### src/rtl/whack_pkg.sv
// Shared encodings for the whack-a-mole engine: game states, mode codes,
// mole-rate divisors and the placement LFSR polynomial.
// Pure declarations; no clocked logic, no backpressure.
package whack_pkg;

    typedef enum logic [1:0] {
        ST_IDLE = 2'b00,
        ST_RUN  = 2'b01,
        ST_OVER = 2'b10
    } state_t;

    typedef enum logic [1:0] {
        MODE_OFF  = 2'b00,
        MODE_SLOW = 2'b01,
        MODE_MED  = 2'b10,
        MODE_FAST = 2'b11
    } mode_t;

    // Moles per second for each playable mode
    localparam int DIV_SLOW = 1;
    localparam int DIV_MED  = 2;
    localparam int DIV_FAST = 5;

    // Fibonacci taps 16,14,13,11 expressed as bit positions 15,13,12,10
    localparam logic [15:0] LFSR_TAPS = 16'hB400;

    // One left shift of the placement LFSR, feedback from the tapped bits
    function automatic logic [15:0] lfsr_next(input logic [15:0] cur);
        return {cur[14:0], ^(cur & LFSR_TAPS)};
    endfunction

    // Tick period in clocks for a rate divisor, never below one clock
    function automatic int rate_period(input int clk_hz, input int div);
        int p;
        p = clk_hz / div;
        return (p < 1) ? 1 : p;
    endfunction

endpackage

### src/rtl/whack_game_ctrl_if.sv
// Bundles the game controls, switches and display-facing outputs.
// Plain wires; latency is whatever the attached modules impose.
// No handshake: inputs are sampled every cycle, outputs are level signals.
interface whack_game_ctrl_if #(
    parameter int N_MOLES = 16
);
    logic [1:0]         mode_i;
    logic               start_i;
    logic [N_MOLES-1:0] switches_i;
    logic [N_MOLES-1:0] moles_o;
    logic [13:0]        score_o;
    logic [7:0]         time_left_o;
    logic [1:0]         state_o;
    logic               hit_o;
    logic               miss_o;

    // Player / board side: drives controls, watches the game
    modport master (
        output mode_i, start_i, switches_i,
        input  moles_o, score_o, time_left_o, state_o, hit_o, miss_o
    );

    // Game engine side
    modport slave (
        input  mode_i, start_i, switches_i,
        output moles_o, score_o, time_left_o, state_o, hit_o, miss_o
    );
endinterface

### src/rtl/tick_gen.sv
// Modulo counter emitting a one-cycle tick every 'period' clocks.
// Tick is asserted during the last count; first tick one full period after clr/reset.
// No backpressure; a new period is adopted only at a wrap or a clear.
module tick_gen #(
    parameter int CNT_W = 27
) (
    input  logic             clk,
    input  logic             rst,
    input  logic             clr,
    input  logic [CNT_W-1:0] period,
    output logic             tick
);

    logic [CNT_W-1:0] cnt;
    logic [CNT_W-1:0] period_q;
    logic [CNT_W-1:0] last;

    // A zero period behaves like a period of one (tick every cycle)
    assign last = (period_q == '0) ? '0 : period_q - CNT_W'(1);
    assign tick = (cnt == last);

    // Count up, wrap on the last count and latch the period for the next lap
    always_ff @(posedge clk) begin
        if (rst || clr) begin
            cnt      <= '0;
            period_q <= period;
        end else if (tick) begin
            cnt      <= '0;
            period_q <= period;
        end else begin
            cnt      <= cnt + CNT_W'(1);
        end
    end

endmodule

### src/rtl/whack_game_ctrl.sv
// Whack-a-mole engine: tick generation, IDLE/RUN/OVER FSM, mole placement, scoring.
// All outputs registered; a whack shows on hit_o/miss_o one cycle after the toggle.
// No backpressure: inputs are sampled every cycle and nothing is ever stalled.
module whack_game_ctrl
    import whack_pkg::*;
#(
    parameter int          N_MOLES      = 16,
    parameter int          CLK_HZ       = 100000000,
    parameter int          GAME_SECONDS = 60,
    parameter int          SCORE_MAX    = 9999,
    parameter int          PENALTY      = 1,
    parameter logic [15:0] LFSR_SEED    = 16'hACE1
) (
    input logic               clock_i,
    input logic               reset_i,
    whack_game_ctrl_if.slave  bus
);

    localparam int CNT_W = $clog2(CLK_HZ + 1);
    localparam int IDX_W = $clog2(N_MOLES);

    localparam logic [CNT_W-1:0] PER_SEC  = CNT_W'(rate_period(CLK_HZ, DIV_SLOW));
    localparam logic [CNT_W-1:0] PER_SLOW = CNT_W'(rate_period(CLK_HZ, DIV_SLOW));
    localparam logic [CNT_W-1:0] PER_MED  = CNT_W'(rate_period(CLK_HZ, DIV_MED));
    localparam logic [CNT_W-1:0] PER_FAST = CNT_W'(rate_period(CLK_HZ, DIV_FAST));

    localparam logic [7:0]  GS8    = 8'(GAME_SECONDS);
    localparam logic [13:0] SMAX14 = 14'(SCORE_MAX);
    localparam logic [N_MOLES-1:0] ONE_MOLE = N_MOLES'(1);

    if (!(N_MOLES == 4 || N_MOLES == 8 || N_MOLES == 16)) begin : g_bad_n_moles
        $error("whack_game_ctrl: N_MOLES must be 4, 8 or 16");
    end

    state_t             state_q;
    logic [N_MOLES-1:0] moles_q;
    logic [N_MOLES-1:0] prev_sw;
    logic [13:0]        score_q;
    logic [7:0]         time_q;
    logic               hit_q;
    logic               miss_q;
    logic [15:0]        lfsr_q;

    logic [15:0]        lfsr_nxt;
    logic [N_MOLES-1:0] mole_onehot;
    logic [N_MOLES-1:0] toggle;
    logic               hit_now;
    logic               miss_now;
    logic               start_ok;
    logic               enter_run;
    logic               mode_off;
    logic [13:0]        score_inc;
    logic [13:0]        score_dec;
    logic [CNT_W-1:0]   mole_period;
    logic               sec_tick;
    logic               mole_tick;

    // Either switch direction counts as a whack; a lit-mole toggle beats any misses
    assign toggle   = bus.switches_i ^ prev_sw;
    assign hit_now  = |(toggle & moles_q);
    assign miss_now = !hit_now && |(toggle & ~moles_q);

    assign mode_off  = (bus.mode_i == MODE_OFF);
    assign start_ok  = bus.start_i && !mode_off;
    assign enter_run = start_ok && (state_q != ST_RUN);

    assign score_inc = (score_q >= SMAX14) ? SMAX14 : score_q + 14'd1;
    assign score_dec = (score_q == '0) ? '0 : score_q - 14'd1;

    assign lfsr_nxt    = lfsr_next(lfsr_q);
    assign mole_onehot = ONE_MOLE << lfsr_nxt[IDX_W-1:0];

    // Mole period follows the selected mode; the tick counter adopts it at its next wrap
    always_comb begin
        mole_period = PER_SLOW;
        case (bus.mode_i)
            MODE_MED:  mole_period = PER_MED;
            MODE_FAST: mole_period = PER_FAST;
            default:   mole_period = PER_SLOW;
        endcase
    end

    tick_gen #(.CNT_W(CNT_W)) u_sec_tick (
        .clk    (clock_i),
        .rst    (reset_i),
        .clr    (enter_run),
        .period (PER_SEC),
        .tick   (sec_tick)
    );

    tick_gen #(.CNT_W(CNT_W)) u_mole_tick (
        .clk    (clock_i),
        .rst    (reset_i),
        .clr    (enter_run),
        .period (mole_period),
        .tick   (mole_tick)
    );

    // Game FSM with registered outputs, placement LFSR and switch history
    always_ff @(posedge clock_i) begin
        if (reset_i) begin
            state_q <= ST_IDLE;
            moles_q <= '0;
            score_q <= '0;
            time_q  <= GS8;
            hit_q   <= 1'b0;
            miss_q  <= 1'b0;
            lfsr_q  <= LFSR_SEED;
            prev_sw <= bus.switches_i;
        end else begin
            prev_sw <= bus.switches_i;
            hit_q   <= 1'b0;
            miss_q  <= 1'b0;
            case (state_q)
                ST_IDLE: begin
                    moles_q <= '0;
                    time_q  <= GS8;
                    if (start_ok) begin
                        state_q <= ST_RUN;
                        score_q <= '0;
                    end
                end

                ST_RUN: begin
                    if (mode_off) begin
                        // Abort keeps the score on display for the player
                        state_q <= ST_IDLE;
                        moles_q <= '0;
                        time_q  <= GS8;
                    end else begin
                        hit_q  <= hit_now;
                        miss_q <= miss_now;
                        if (hit_now) begin
                            score_q <= score_inc;
                        end else if (miss_now && PENALTY != 0) begin
                            score_q <= score_dec;
                        end
                        // A new mole wins over clearing the one just hit
                        if (mole_tick) begin
                            lfsr_q  <= lfsr_nxt;
                            moles_q <= mole_onehot;
                        end else if (hit_now) begin
                            moles_q <= '0;
                        end
                        if (sec_tick) begin
                            time_q <= time_q - 8'd1;
                            if (time_q == 8'd1) begin
                                state_q <= ST_OVER;
                                moles_q <= '0;
                            end
                        end
                    end
                end

                ST_OVER: begin
                    moles_q <= '0;
                    time_q  <= '0;
                    if (mode_off) begin
                        state_q <= ST_IDLE;
                        time_q  <= GS8;
                    end else if (start_ok) begin
                        state_q <= ST_RUN;
                        score_q <= '0;
                        time_q  <= GS8;
                    end
                end

                default: begin
                    state_q <= ST_IDLE;
                    moles_q <= '0;
                    time_q  <= GS8;
                end
            endcase
        end
    end

    assign bus.moles_o     = moles_q;
    assign bus.score_o     = score_q;
    assign bus.time_left_o = time_q;
    assign bus.state_o     = state_q;
    assign bus.hit_o       = hit_q;
    assign bus.miss_o      = miss_q;

endmodule

### src/flat_wrapper.sv
// flat-port wrapper written by rule: the top's interface ports become plain ports
module whack_game_ctrl_flat import whack_pkg::*;
#(
    parameter int          N_MOLES      = 16,
    parameter int          CLK_HZ       = 100000000,
    parameter int          GAME_SECONDS = 60,
    parameter int          SCORE_MAX    = 9999,
    parameter int          PENALTY      = 1,
    parameter logic [15:0] LFSR_SEED    = 16'hACE1
)
  (clock_i, reset_i, bus_mode_i, bus_start_i, bus_switches_i, bus_moles_o, bus_score_o, bus_time_left_o, bus_state_o, bus_hit_o, bus_miss_o);
  whack_game_ctrl_if #(.N_MOLES(N_MOLES)) bus_i ();
  input logic clock_i;
  input logic reset_i;
  input wire logic [$bits(bus_i.mode_i)-1:0] bus_mode_i;
  input wire logic [$bits(bus_i.start_i)-1:0] bus_start_i;
  input wire logic [$bits(bus_i.switches_i)-1:0] bus_switches_i;
  output wire logic [$bits(bus_i.moles_o)-1:0] bus_moles_o;
  output wire logic [$bits(bus_i.score_o)-1:0] bus_score_o;
  output wire logic [$bits(bus_i.time_left_o)-1:0] bus_time_left_o;
  output wire logic [$bits(bus_i.state_o)-1:0] bus_state_o;
  output wire logic [$bits(bus_i.hit_o)-1:0] bus_hit_o;
  output wire logic [$bits(bus_i.miss_o)-1:0] bus_miss_o;
  assign bus_i.mode_i = bus_mode_i;
  assign bus_i.start_i = bus_start_i;
  assign bus_i.switches_i = bus_switches_i;
  assign bus_moles_o = bus_i.moles_o;
  assign bus_score_o = bus_i.score_o;
  assign bus_time_left_o = bus_i.time_left_o;
  assign bus_state_o = bus_i.state_o;
  assign bus_hit_o = bus_i.hit_o;
  assign bus_miss_o = bus_i.miss_o;
  whack_game_ctrl #(.N_MOLES(N_MOLES), .CLK_HZ(CLK_HZ), .GAME_SECONDS(GAME_SECONDS), .SCORE_MAX(SCORE_MAX), .PENALTY(PENALTY), .LFSR_SEED(LFSR_SEED)) u_core (.clock_i(clock_i), .reset_i(reset_i), .bus(bus_i));
endmodule
### config.mk
export PLATFORM = sky130hd
export DESIGN_NAME = whack_game_ctrl_flat
export DESIGN_NICKNAME = d
export VERILOG_FILES = /design/src/rtl/whack_pkg.sv /design/src/rtl/whack_game_ctrl_if.sv /design/src/rtl/tick_gen.sv /design/src/rtl/whack_game_ctrl.sv /design/src/flat_wrapper.sv
export SDC_FILE = /design/constraint.sdc
export NUM_CORES = 1
export LEC_CHECK = 0
export ABC_AREA = 1
export CORE_MARGIN = 5
export CORE_UTILIZATION = 32
export CTS_CLUSTER_DIAMETER = 40
export DETAILED_ROUTE_END_ITERATION = 10
export HOLD_SLACK_MARGIN = 0.15
export MAX_ROUTING_LAYER = met4
export SLEW_MARGIN = 10
export SYNTH_ARGS = -nofsm -noshare
export SYNTH_HDL_FRONTEND = slang
export SYNTH_SLANG_ARGS = --single-unit
### constraint.sdc
create_clock -name clock_i -period 3.52 [get_ports clock_i]
set_input_delay 1.056 -clock clock_i [delete_from_list [all_inputs] [get_ports clock_i]]
set_output_delay 1.056 -clock clock_i [all_outputs]
set_load 0.02 [all_outputs]
* Yosys cells after proc, flatten, opt, wreduce, memory -nomap -nowiden
Cells that the tools add are included.
** Word-level totals
- Word-level logic and storage cells :: 86
- Latch bits :: 0
- Memories kept :: 0
- Output and inout port bits :: 42
- Flip-flop bits (word level) :: 155
- Memory bits (read-only) :: 0
- RAM bits :: 0
** Cells by class
- Shift-type cells :: 1
- Add/sub/neg operators :: 6
- Multiplexer cells :: 27
- Reductions and logical operators :: 21
- Equality and inequality tests :: 13
- $mul :: 0
- Bitwise operators :: 6
- Divide/modulo/power cells :: 0
- $lt $le $gt $ge :: 1
** Operators by type and width (number)
- 14-bit two-way mux :: 7
- 27-bit two-way mux :: 3
- 16-bit two-way mux :: 4
- 27-bit by 1-bit adder with 27-bit output (second input constant) :: 2
- 27-bit one-hot mux with 2 select lines :: 1
- 14-bit one-hot mux with 3 select lines :: 1
- 16-bit AND :: 2
- 16-bit OR reduction :: 2
- 27-bit equality test :: 1
- 27-bit equality test (second input constant) :: 1
- 27-bit zero test :: 1
- 27-bit by 1-bit subtractor with 27-bit output (second input constant) :: 1
- 8-bit two-way mux :: 3
- 16-bit inverter :: 1
- 8-bit one-hot mux with 2 select lines :: 1
- 16-bit XOR reduction :: 1
- 1-bit by 4-bit << shifter with 16-bit output (first input constant) :: 1
- 16-bit XOR :: 1
- 14-bit by 1-bit adder with 14-bit output (second input constant) :: 1
- 14-bit >= comparator (second input constant) :: 1
- 14-bit zero test :: 1
- 14-bit by 1-bit subtractor with 14-bit output (second input constant) :: 1
- 2-bit two-way mux :: 5
- 3-bit by 1-bit inequality test with 1-bit output (second input constant) :: 3
- other kinds (20) :: 29

* Longest topological paths before layout
- Word-level depth :: 9
- Mapped depth :: 14
- Depth with buffers taken out :: 14

* Hierarchy
A second synthesis with hierarchy kept.
** Unflattened totals
- Cell total of the unflattened synthesis :: 1711
- Area, all modules :: 11582.4 sq um
** By module, submodules not included
- tick_gen :: area an instance 3552.2 sq um, times used 2, cells an instance 524
- whack_game_ctrl :: area an instance 4478.0 sq um, times used 1, cells an instance 663

* Worst setup path after synthesis
Ideal clock, no wire load.
- Path kind :: input to register
- Start point :: input bus_switches_i[10]
- End point :: register u_core.score_q[3], in the netlist u_core.bus.score_o[3]
- Required time :: 3.404 ns
- Library setup time :: 0.116 ns
- Buffers on the path :: 1
- Setup slack :: 1.219 ns
- Cell stages on the path :: 13
- Arrival :: 2.186 ns
- Cells stage by stage :: inv_1 -> nand2_1 -> nand3_1 -> nand2_1 -> nor2_1 -> nand2_1 -> nor2_4 -> nand2_1 -> nand2_1 -> nand2_2 -> clkbuf_1 -> a21oi_1 -> nor2_1
** Between the ends
- Cells in the longest elaborated chain, start to end :: 7
- Elaborated cells between the ends (all ways) :: 12
- Classes of those cells :: eq/ne (1); mux (3); bitwise (3); reduce/logical (5)
** Ends and longest elaborated chain
- start, declared :: RTL line flat_wrapper.sv:17 : input wire logic [$bits(bus_i.switches_i)-1:0] bus_switches_i;
- 16-bit XOR (*) :: RTL line whack_game_ctrl.sv:59 : assign toggle = bus.switches_i ^ prev_sw;
- 16-bit AND :: RTL line whack_game_ctrl.sv:60 : assign hit_now = |(toggle & moles_q);
- 16-bit OR reduction :: RTL line whack_game_ctrl.sv:60
- 1-bit zero test :: RTL line whack_game_ctrl.sv:61 : assign miss_now = !hit_now && |(toggle & ~moles_q);
- 1-bit logical AND :: RTL line whack_game_ctrl.sv:61
- 3-bit by 1-bit inequality test with 1-bit output (no line)
- 4-bit AND reduction (no line)
- end signal, assigned :: RTL line whack_game_ctrl.sv:134 : score_q <= score_inc;
- end signal, assigned :: RTL line whack_game_ctrl.sv:136 : score_q <= score_dec;
- end, declared :: RTL line whack_game_ctrl.sv:38 : logic [13:0] score_q;
Every way passes the cells marked *; elsewhere a longest branch is shown, timed or not. The select of a mux whose other input is x is not followed.
A chain may end at the register's enable or synchronous reset.

* Worst setup path after layout
- Start point :: register u_core.score_q[5], in the netlist u_core.bus.score_o[5]
- End point :: output bus_score_o[5]
** RTL lines
- end, declared :: RTL line flat_wrapper.sv:19 : output wire logic [$bits(bus_i.score_o)-1:0] bus_score_o;
No word-level cell between the ends.

==> key figures <==
Run status
  • Status: finished clean

Global routing
  • Number of global-route vias before repair: 6776
  • GR Util met2: 0.237
  • Initial antenna violation count: 0
  • Total GRT Usage: 0.152
  • Busiest grt layer: met2
  • GR Overflow Total: 0
  • First-pass GRT wire length: approximately 32000 um
  • Met3 GRT Util: 0.0326
  • Met1 global-route usage: 0.198
  • Largest net degree at the start of global routing: 32

Power and ir drop
  • Cell Pwr Density: a little over 600 mW/mm^2
  • Tot Pwr: between 5000 and 6000 uW
  • Leakage: roughly 0.0036 uW
  • Worst-case vdd ir drop: between 0.3 and 0.4 mV

Worst setup path
  • Max FO, Critical Path: 9
  • Worst R2R End: u_core.u_mole_tick.period_q[18]
  • Crit path kind: flop to primary output
  • Crit path max-delay family: buffers and inverters
  • R2R depth: 9
  • CP Cell Sequence: clkdlybuf4s50_1
  • Slowest-stage cell, CP: clkdlybuf4s50_1
  • FF-to-FF Start: u_core.u_mole_tick.period_q[25]
  • Data required time of the critical path: 2.46 ns
  • R2R Setup Slk: between 0.7 and 0.8 ns
  • Worst setup EP type: primary output
  • Startpoint types: flop
  • Crit path arrival time: 1.71 ns
  • Crit path buf inv count: 1
  • Crit-path max cell delay: ~0.70 ns

CTS
  • Hold_buf cts: 0
  • CTS Buffer Depth: 2
  • Root Buffer: clkbuf_16
  • Worst-skew pair later-pin latency: ~0.41 ns
  • Num CTS Buffers: 17
  • CTS sink cnt: between 100 and 150
  • CTS tree: yes
  • Post_cts resized: 0
  • Setup repair bufs after CTS: 0
  • H-tree levels: 4
  • CTS clk-pin slew, worst paths: approximately 0.06 ns

Floorplanning
  • I/O pin count: 63
  • Die area: 0.0266 mm^2
  • Core area: 0.0233 mm^2
  • Die H: between 150 and 200 um
  • Initial Utilization: 0.323
  • Placement row count: 56
  • Die width: between 150 and 200 um

Yosys
  • Sequential-to-total area share from yosys stat: 0.361
  • Synth Flop Type: dfxtp_1
  • Async set-or-reset flop fraction in the synthesized netlist: 0
  • Post-synth cell types: 48
  • Mapped Nets: 1144
  • Post-synth EDFFs: 5
  • FF+latch count, synth: 133
  • Top cell type's share of synthesized area: 0.341
  • Top-count cell post-synth: nand2_1
  • Synth Area per Inst: about 6.8 um^2
  • Area contributors post-synth: dfxtp_1, nand2_1, nand3_1
  • Post-synth top area cell: dfxtp_1
  • Mapped Area: ~0.0075 mm^2
  • Syn Inst Count: about 1100
  • Yosys warns: 0
  • Top cells by count, synth: nand2_1, nor2_1, inv_1

STA
  • Max-slew violation count: 0
  • Max Clk Rate: around 0.36 GHz
  • Worst-margin pin slew: 0.903 ns
  • RSZ-0062 raised after global routing: no
  • Period utilization: 0.785
  • Minimum clock period: ~2.8 ns
  • Setup TNS: 0 ns
  • Setup violators final: 0
  • WHS: around 0.45 ns
  • Final Hold Viols: 0
  • Skew final: around 0.0085 ns
  • Slew HR: 0.396

Layout
  • Layout cells sized above 1: 0.0705
  • Post-route insts no fill: about 1500
  • Area of the multi-input gates: between 0.004 and 0.005 mm^2
  • Cell area after layout: 0.00903 mm^2
  • Area Overhead vs Synth: 20.2%
  • Fill cells: around 2500
  • Register area: around 0.0027 mm^2
  • Ant. Diodes: 0
  • Nets: ~1200

Hold path
  • Hold Crit Start: u_core.u_mole_tick.cnt[0]
  • Endpoint, Worst Hold: u_core.u_mole_tick.cnt[0]
  • Hold Crit Class: flop to flop
  • Hold-critical path depth: 1

Detailed routing
  • Routed via count: 7093
  • Via-per-instance ratio: 4.74
  • Initial drt markers: between 400 and 500
  • Final ANT Viol Nets: 0
  • WL per Instance: around 13 um
  • Routed wire length: roughly 19000 um
  • Drt pass-1 iters: 6
  • Detailed-route DRC error count: 0

Place
  • DP Area: between 0.008 and 0.009 mm^2
  • # port buffers: between 60 and 70
  • Placed insts: approximately 1500
  • DP HPWL: between 10000 and 15000 um
  • GP Congestion: between 0.8 and 0.9

Flow run
  • Max_cap viols: 0
==> layout make-up <==
type                    count  share of cell area
clock buffers              24              0.0535
clock inverters             8              0.0161
flip-flops and latches    133               0.300
well taps                 319              0.0442
multi-input cells         808               0.454
inverters                 135              0.0561
repair buffers             70              0.0754
==> cell families after synthesis <==
group / count (synthesis) / synth area share
flip-flops: 133 / 0.361
XOR/XNOR: 34 / 0.0397
adder cells (fa/ha/maj): 13 / 0.0217
AND/OR/NAND/NOR: 645 / 0.398
buffers and inverters: 169 / 0.0928
AO/OA/AOI/OAI: 116 / 0.0866
==> how the worst max path moves through the flow <==
stage / startpoint / to / cells past startpoint
4_1_cts: u_core.bus.score_o[5] / bus_score_o[5] / 1
3_5_place_dp: bus_switches_i[2] / u_core.bus.score_o[4] / 14
2_1_floorplan: bus_switches_i[10] / u_core.bus.score_o[3] / 13
5_1_grt: bus_switches_i[2] / u_core.bus.score_o[6] / 14
3_3_place_gp: bus_switches_i[2] / u_core.bus.score_o[6] / 14
6_report: u_core.bus.score_o[5] / bus_score_o[5] / 1
==> report_power, final <==
part / switching (uW) / internal [uW]
sequential: 215 / 1630
clock: 649 / 1250
combinational: 1120 / 671
==> metal layers <==
layer | routed length (um) | vias up
li1 | - | 3711
met1 | 9360 | 3198
met2 | 8660 | 162
met3 | 865 | 22
met4 | 318 | 0
met5 | 0 | -
==> registers in the layout, indices dropped and copies added (netlist names), 5 cells and up <==
name	flops
u_core.u_mole_tick.cnt	27
u_core.u_sec_tick.cnt	27
u_core.bus.moles_o	16
u_core.lfsr_q	16
u_core.prev_sw	16
u_core.bus.score_o	14
u_core.bus.time_left_o	8
u_core.u_mole_tick.period_q	5
==> layout by cell type, fill, tap and decap left out, types with 2 or more instances in the layout <==
master             n
a211oi_1           2
a21oi_1           67
a31oi_1            5
and3_1             2
buf_4              8
bufinv_16          4
clkbuf_1           5
clkbuf_16         18
clkdlybuf4s50_1   62
clkinv_2           2
clkinvlp_4         2
dfxtp_1          128
edfxtp_1           5
ha_1              13
inv_1            131
inv_2              3
nand2_1          256
nand2_2            7
nand2_4            2
nand3_1          126
nand3b_1          11
nand4_1           14
nor2_1           138
nor2_2             9
nor2_4             4
nor3_1            38
nor3_2             9
nor3b_1           10
nor3b_2            2
nor4_1             7
o211ai_1           5
o21a_1             6
o21ai_0           21
o21ai_1            2
o21ai_2            2
o31ai_1            2
or2_2              5
xnor2_1            9
xor2_1            25
==> through the flow <==
stage / setup WS [ns] / util
after floorplan: 1.22 / -
after global placement: 0.360 / 0.361
after detailed placement: 0.311 / 0.361
after CTS: 0.733 / 0.388
after global routing: 0.508 / 0.388
final: 0.756 / 0.388
Note: power is estimated with default switching activity, not from simulation.
